--- config.mk ---
export PLATFORM = sky130hd
export DESIGN_NAME = serial_frame_rx
export DESIGN_NICKNAME = d
export VERILOG_FILES = /design/src/rtl/serial_frame_rx.sv
export SDC_FILE = /design/constraint.sdc
export NUM_CORES = 1
export LEC_CHECK = 0
export CORE_ASPECT_RATIO = 1.4
export CORE_UTILIZATION = 45
export DETAILED_ROUTE_END_ITERATION = 12
export GPL_TIMING_DRIVEN = 0
export SYNTH_ARGS = -nofsm -noshare
export SYNTH_HDL_FRONTEND = slang
export SYNTH_SLANG_ARGS = --single-unit
--- constraint.sdc ---
create_clock -name clk -period 7 [get_ports clk]
set_input_delay 1.4 -clock clk [delete_from_list [all_inputs] [get_ports clk]]
set_output_delay 1.4 -clock clk [all_outputs]
set_load 0.005 [all_outputs]
--- src/rtl/serial_frame_rx.sv ---
// Oversampled serial frame receiver: start bit, DATA_W data bits LSB first, optional even parity, stop bit.
// Every bit is sampled at mid-bit; the received word is presented with a one-cycle valid strobe.
module serial_frame_rx #(
    parameter int DATA_W    = 8,
    parameter int OS        = 4,
    parameter int PARITY_EN = 0
) (
    input  logic              clk,
    input  logic              rst,
    input  logic              en,
    input  logic              sdata,
    output logic [DATA_W-1:0] data,
    output logic              valid,
    output logic              frame_err,
    output logic              par_err,
    output logic              busy
);
    localparam int LAST = OS/2 + OS*(DATA_W + 1 + PARITY_EN);
    localparam int CW   = $clog2(LAST + 2);
    localparam int BW   = $clog2(DATA_W + 3);

    typedef enum logic [2:0] {IDLE, START, DATA, PARITY, STOP} state_t;

    state_t            state;
    logic [CW-1:0]     cnt;
    logic [CW-1:0]     tick;
    logic [CW-1:0]     samp;
    logic [BW-1:0]     bit_cnt;
    logic [DATA_W-1:0] sr;
    logic              par_bad;
    logic              hit;

    // tick is the index of the en tick being taken on this edge, counted from detection (tick 0)
    assign tick = cnt + CW'(1);

    always_comb begin
        samp = CW'(OS/2);
        if (state != START)
            samp = CW'(OS/2 + OS) + CW'(OS) * CW'(bit_cnt);
    end

    assign hit = (tick == samp);

    always_ff @(posedge clk) begin
        if (rst) begin
            state     <= IDLE;
            cnt       <= '0;
            bit_cnt   <= '0;
            sr        <= '0;
            par_bad   <= 1'b0;
            data      <= '0;
            valid     <= 1'b0;
            frame_err <= 1'b0;
            par_err   <= 1'b0;
            busy      <= 1'b0;
        end else begin
            valid     <= 1'b0;
            frame_err <= 1'b0;
            par_err   <= 1'b0;
            busy      <= (state != IDLE);
            if (en) begin
                if (state == IDLE) begin
                    if (!sdata) begin
                        state   <= START;
                        cnt     <= '0;
                        bit_cnt <= '0;
                        par_bad <= 1'b0;
                        busy    <= 1'b1;
                    end
                end else begin
                    cnt <= tick;
                    if (hit) begin
                        case (state)
                            START: begin
                                if (sdata) begin
                                    state <= IDLE;
                                    busy  <= 1'b0;
                                end else begin
                                    state   <= DATA;
                                    bit_cnt <= '0;
                                end
                            end
                            DATA: begin
                                sr      <= DATA_W'({sdata, sr} >> 1);
                                bit_cnt <= bit_cnt + BW'(1);
                                if (bit_cnt == BW'(DATA_W - 1))
                                    state <= (PARITY_EN != 0) ? PARITY : STOP;
                            end
                            PARITY: begin
                                par_bad <= (^sr) ^ sdata;
                                bit_cnt <= bit_cnt + BW'(1);
                                state   <= STOP;
                            end
                            STOP: begin
                                // framing error wins over parity; data only moves on a clean frame
                                state <= IDLE;
                                busy  <= 1'b1;
                                if (!sdata)
                                    frame_err <= 1'b1;
                                else if (par_bad)
                                    par_err <= 1'b1;
                                else begin
                                    data  <= sr;
                                    valid <= 1'b1;
                                end
                            end
                            default: state <= IDLE;
                        endcase
                    end
                end
            end
        end
    end
endmodule
Yosys cells after proc, flatten, opt, wreduce, memory -nomap -nowiden
Cells that the tools add are included.
{"block": "totals", "regBits": 34, "in_bits": 4, "word_cells": 70}
{"block": "op_classes", "n_reduce_logical": 15, "n_mux": 26, "n_bitwise": 7, "addsub": 3, "n_eq_ne": 9}
{"op": "two-way mux 6 bit", "n": 3}
{"op": "two-way mux 1 bit", "n": 12}
{"op": "two-way mux 3 bit", "n": 4}
{"op": "two-way mux 4 bit", "n": 3}
{"op": "AND reduction 4 bit", "n": 3}
{"op": "case mux 3 bit (3 select lines)", "n": 1}
{"op": "case mux 4 bit (2 select lines)", "n": 1}
{"op": "parity 8 bit", "n": 1}
{"op": "adder 3 x 6 -> 6 bit, first input constant", "n": 1}
{"op": "adder 6 x 1 -> 6 bit, second input constant", "n": 1}
{"op": "equality test 3 x 2 -> 1 bit, second input constant", "n": 2}
{"op": "equality test 6 bit", "n": 1}
{"op": "NOT 1 bit", "n": 6}
{"op": "AND reduction 6 bit", "n": 1}
{"op": "nonzero test 3 bit", "n": 2}
{"op": "OR reduction 6 bit", "n": 1}
{"op": "OR reduction 5 bit", "n": 1}
{"op": "adder 4 x 1 -> 4 bit, second input constant", "n": 1}
{"op": "equality test 4 x 3 -> 1 bit, second input constant", "n": 1}
{"op": "nonzero test 2 bit", "n": 2}
{"op": "equality test 3 x 1 -> 1 bit, second input constant", "n": 1}
{"op": "equality test 3 bit, second input constant", "n": 1}
{"op": "zero test 3 bit", "n": 1}
{"op": "inequality test 3 x 1 -> 1 bit, second input constant", "n": 1}
{"op": "8 further kinds", "n": 8}

Depth between registers and ports, before layout
{"block": "depth", "word_depth": 6, "mapped_depth": 8}

Least setup slack after synthesis
Ideal clock, no wire load.
{"block": "synth_path", "kind": "in2reg", "startpoint": "input sdata", "endpoint": "register data[0]", "path_stages": 6, "t_arrival_ns": 2.675, "setup_ns": 0.128, "slack_ns": 4.197, "cell_sequence": "inv_1 > or4_1 > nor2_1 > o2111ai_2 > mux2i_1 > nor2_1"}
{"block": "synth_via", "elab_chain_len": 1}
{"item": "from (decl)", "line_no": "11", "rtl": "input logic sdata,"}
{"item": "AND reduction 6 bit (no source line)"}
{"item": "to (signal assigned)", "line_no": "103", "rtl": "data <= sr;"}
{"item": "to (decl)", "line_no": "12", "rtl": "output logic [DATA_W-1:0] data,"}
No other way between the ends.
A chain may end at the register's enable or synchronous reset.

Final worst setup path
Ends and elaborated chain as after synthesis.

==> summary.md <==
| Metric | Value |
|---|---|
| Share of the synthesized area in the top cell type | about two fifths |
| CTS Hold Buffers Added | 0 |
| Max Transition Viols Final | 0 |
| Synth Flop Type | dfxtp_1 |
| Full die area | between 4000 and 5000 µm² |
| Top Usage Layer GRT | met2 |
| Ys async rst share | 0% |
| Post-route insts no fill | 253 |
| Fin nets | between 200 and 250 |
| Max_cap viols | 0 |
| Power share of the combinational group | under 10% |
| Post-synth top cells | dfxtp_1 (34), nor2_1 (33), mux2i_1 (19) |
| Vias per inst | 5.63 |
| EDFF count, synth | 0 |
| Worst Max-Slew Pin Slew | 0.742 ns |
| Crit end category | flip-flop |
| CP Data Required Time | between 7 and 8 ns |
| M3 GR Usage | ~4.8% |
| Setup TNS | 0 ns |
| Antenna Cells | 0 |
| Routing usage on met1 | approximately a quarter |
| Pre-antenna DRT Iters | 4 |
| Antenna violations before repair | 0 |
| Area post-placement | approximately 1900 µm² |
| Fill cells | 377 |
| Number of clock sinks | 34 |
| Fin crit share | between 50% and 60% |
| Reg2reg setup slack | approximately 4.3 ns |
| Synth area leader | dfxtp_1 |
| Clock power share | 41.1% |
| Vias in the first global route | 1312 |
| Worst path cell trace | clkdlybuf4s50_1 -> inv_1 -> or4_1 -> nor2_1 -> o2111ai_2 -> mux2i_1 -> nor2_1 |
| CTS root buffer | clkbuf_8 |
| Total Routed Length | around 3700 µm |
| Max Clock Skew | approximately 0.0061 ns |
| Hold crit path type | flip-flop to flip-flop |
| Crit path top cell by count | nor2_1 |
| Area Growth Syn to Fin | 15.6% |
| Starting Density | ~48% |
| Hold Fails Final Rpt | 0 |
| Power Dens Cells | between 150 and 200 nW/µm² |
| Placed cell count | between 200 and 250 |
| PortBufs | 13 |
| Slowest stage delay, CP | roughly 0.64 ns |
| Overall Global Routing Usage | about a fifth |
| Reg power frac | 53.5% |
| Synthesized area | roughly 1800 µm² |
| Die height | about 76 µm |
| Cell family with most CP delay | simple AND/OR/NAND/NOR gates |
| DRC | 0 |
| Die width | between 50 and 60 µm |
| Worst path bufs/invs | 2 |
| GR Overflow Total | 0 |
| Status | complete, no violations |
| Switch Pwr | 85.6 µW |
| H-tree depth | 2 |
| Slew headroom | approximately half |
| CTS tree | yes |
| Core area | approximately 3700 µm² |
| RSZ-0062 raised after global routing | no |
| Largest cells by area after synthesis | dfxtp_1 (39%), mux2i_1 (11%), nor2_1 (7.1%) |
| Reg area | between 600 and 700 µm² |
| Yosys warnings | 0 |
| Largest net degree at the start of global routing | 11 |
| CP startpoint kind | primary input |
| Total number of vias | between 1000 and 1500 |
| Share of post-route cells with drive strength above 1 | 8.53% |
| Final ANT Viol Nets | 0 |
| Peak VDD IR | 0.000125 V |
| Syn Nets | just under 200 |
| Sw Share | 23.4% |
| Finish-stage setup viols | 0 |
| Most frequent cell after synthesis | dfxtp_1 |
| Sequential cell area fraction in the yosys report | between 30% and 40% |
| Crit-path max FO | 8 |
| Grt met2 use | a little over a third |
| Tmin final | 3.51 ns |
| Post-DP HPWL | roughly 2700 µm |
| Post-Syn Area per Cell | 9.23 µm² |
| Initial DRC count | between 40 and 50 |
| Post-CTS setup buffer count | 0 |
| CTS resizes | 0 |
| Crit Path Class | primary input to flip-flop |
| Critical path arrival | ~3.7 ns |
| Slowest CP cell | clkdlybuf4s50_1 |
| Synth Instances | 190 |
| Hold Slack | ~0.5 ns |
| Total CTS buffers | 5 |
| Clk buf depth | 2 |
| Yosys reg bits | 34 |
| Clk_lat worst skew | just under 0.3 ns |
| Max Clk Rate | 285 MHz |
| I/O pin total | 16 |
| Finished Cell Area | 2030 µm² |
| Final Wtd Congestion | roughly 0.8 |
| Leakage | roughly 0.00083 µW |
| Int Pwr | about 280 µW |
| CTS clock-pin slew for the worst setup and hold paths | ~0.070 ns |
| Row count | 26 |
| Cell variety after synth | between 40 and 50 |
| Footprint of the multi-input gates | roughly 1000 µm² |
| Detailed-route wire length per cell | roughly 15 µm |
| First-pass GRT wire length | a little under 6000 µm |
## power by group through the flow
stage	sequential [µW]	clock, µW	combinational (µW)
3_3_place_gp	200	0	19.2
4_1_cts	196	153	19.6
2_1_floorplan	200	0	13.9
5_1_grt	196	161	21.6
3_5_place_dp	200	0	19.4
6_report	196	150	19.8
## worst paths after layout
kind / from / to / cells past startpoint
max: sdata / data[0] / 7
min reg2reg: data[3] / data[3] / 2
min: data[3] / data[3] / 2
max reg2reg: bit_cnt[0] / bit_cnt[1] / 8
## layout by cell type (no fill, tap or decap), drive strengths merged, types with 2 or more instances in the layout
cell | Yosys | layout
dfxtp | 34 | 34
nor2 | 33 | 33
mux2i | 19 | 19
nand2 | 17 | 17
clkdlybuf4s50 | 0 | 13
clkbuf | 6 | 13
xnor2 | 11 | 11
a21oi | 10 | 10
inv | 5 | 5
xor2 | 5 | 5
nand3 | 4 | 4
nor4 | 4 | 4
o211ai | 4 | 4
or3 | 3 | 3
nor3 | 3 | 3
ha | 3 | 3
o2111ai | 3 | 3
o21ai | 2 | 2
nor2b | 2 | 2
a211oi | 2 | 2
nand4 | 2 | 2
## final cells by class
| class | count | share of cell area [%] |
|---|---|---|
| Clock buffer | 7 | 4.26 |
| Timing Repair Buffer | 13 | 6.42 |
| Buffer | 6 | 1.11 |
| Clock inverter | 1 | 0.247 |
| Sequential cell | 34 | 33.6 |
| Inverter | 5 | 0.925 |
| Tap cell | 42 | 2.59 |
| Multi-Input combinational cell | 145 | 50.9 |
## metrics by stage
stage                     setup WS (ns)  power, µW  utilization (%)
after floorplan                    4.20        214                -
after global placement             3.19        219             52.7
after detailed placement           3.16        220             52.7
after CTS                          3.46        369             55.2
after global routing               3.34        378             55.2
final                              3.49        366             55.2
## worst register-to-register path: stages (launching register included)
cell      delay [ns]
dfxtp_1         0.44
ha_1            0.27
xor2_1          0.29
xnor3_1         0.27
nor4_1          0.19
a311o_1         0.32
o211ai_4        0.17
o311a_4         0.41
a2bb2o_4        0.21
## state kept, by name (all words and copies together) (netlist names), 3 cells and up
register	cells
data	8
sr	8
cnt	6
bit_cnt	4
state	3
## routing by layer
| metal | routed length (µm) | up-vias | share of wire [%] |
|---|---|---|---|
| met5 | 0 | - | 0 |
| met4 | 66 | 0 | 1.8 |
| met3 | 99 | 7 | 2.7 |
| met2 | 1930 | 16 | 53 |
| met1 | 1580 | 690 | 43 |
| li1 | - | 712 | - |
## cells by family (layout without fill, tap and decap cells)
group | Yosys count | count (layout) | share of synthesized area, %
flip-flops | 34 | 34 | 38.8
multiplexers | 19 | 19 | 10.8
AO/OA/AOI/OAI | 33 | 33 | 17.3
buffers and inverters | 11 | 32 | 2.35
adder cells (fa/ha/maj) | 3 | 3 | 2.14
AND/OR/NAND/NOR | 73 | 73 | 19.3
XOR/XNOR | 17 | 17 | 9.27
(Power assumes the default switching activity.)
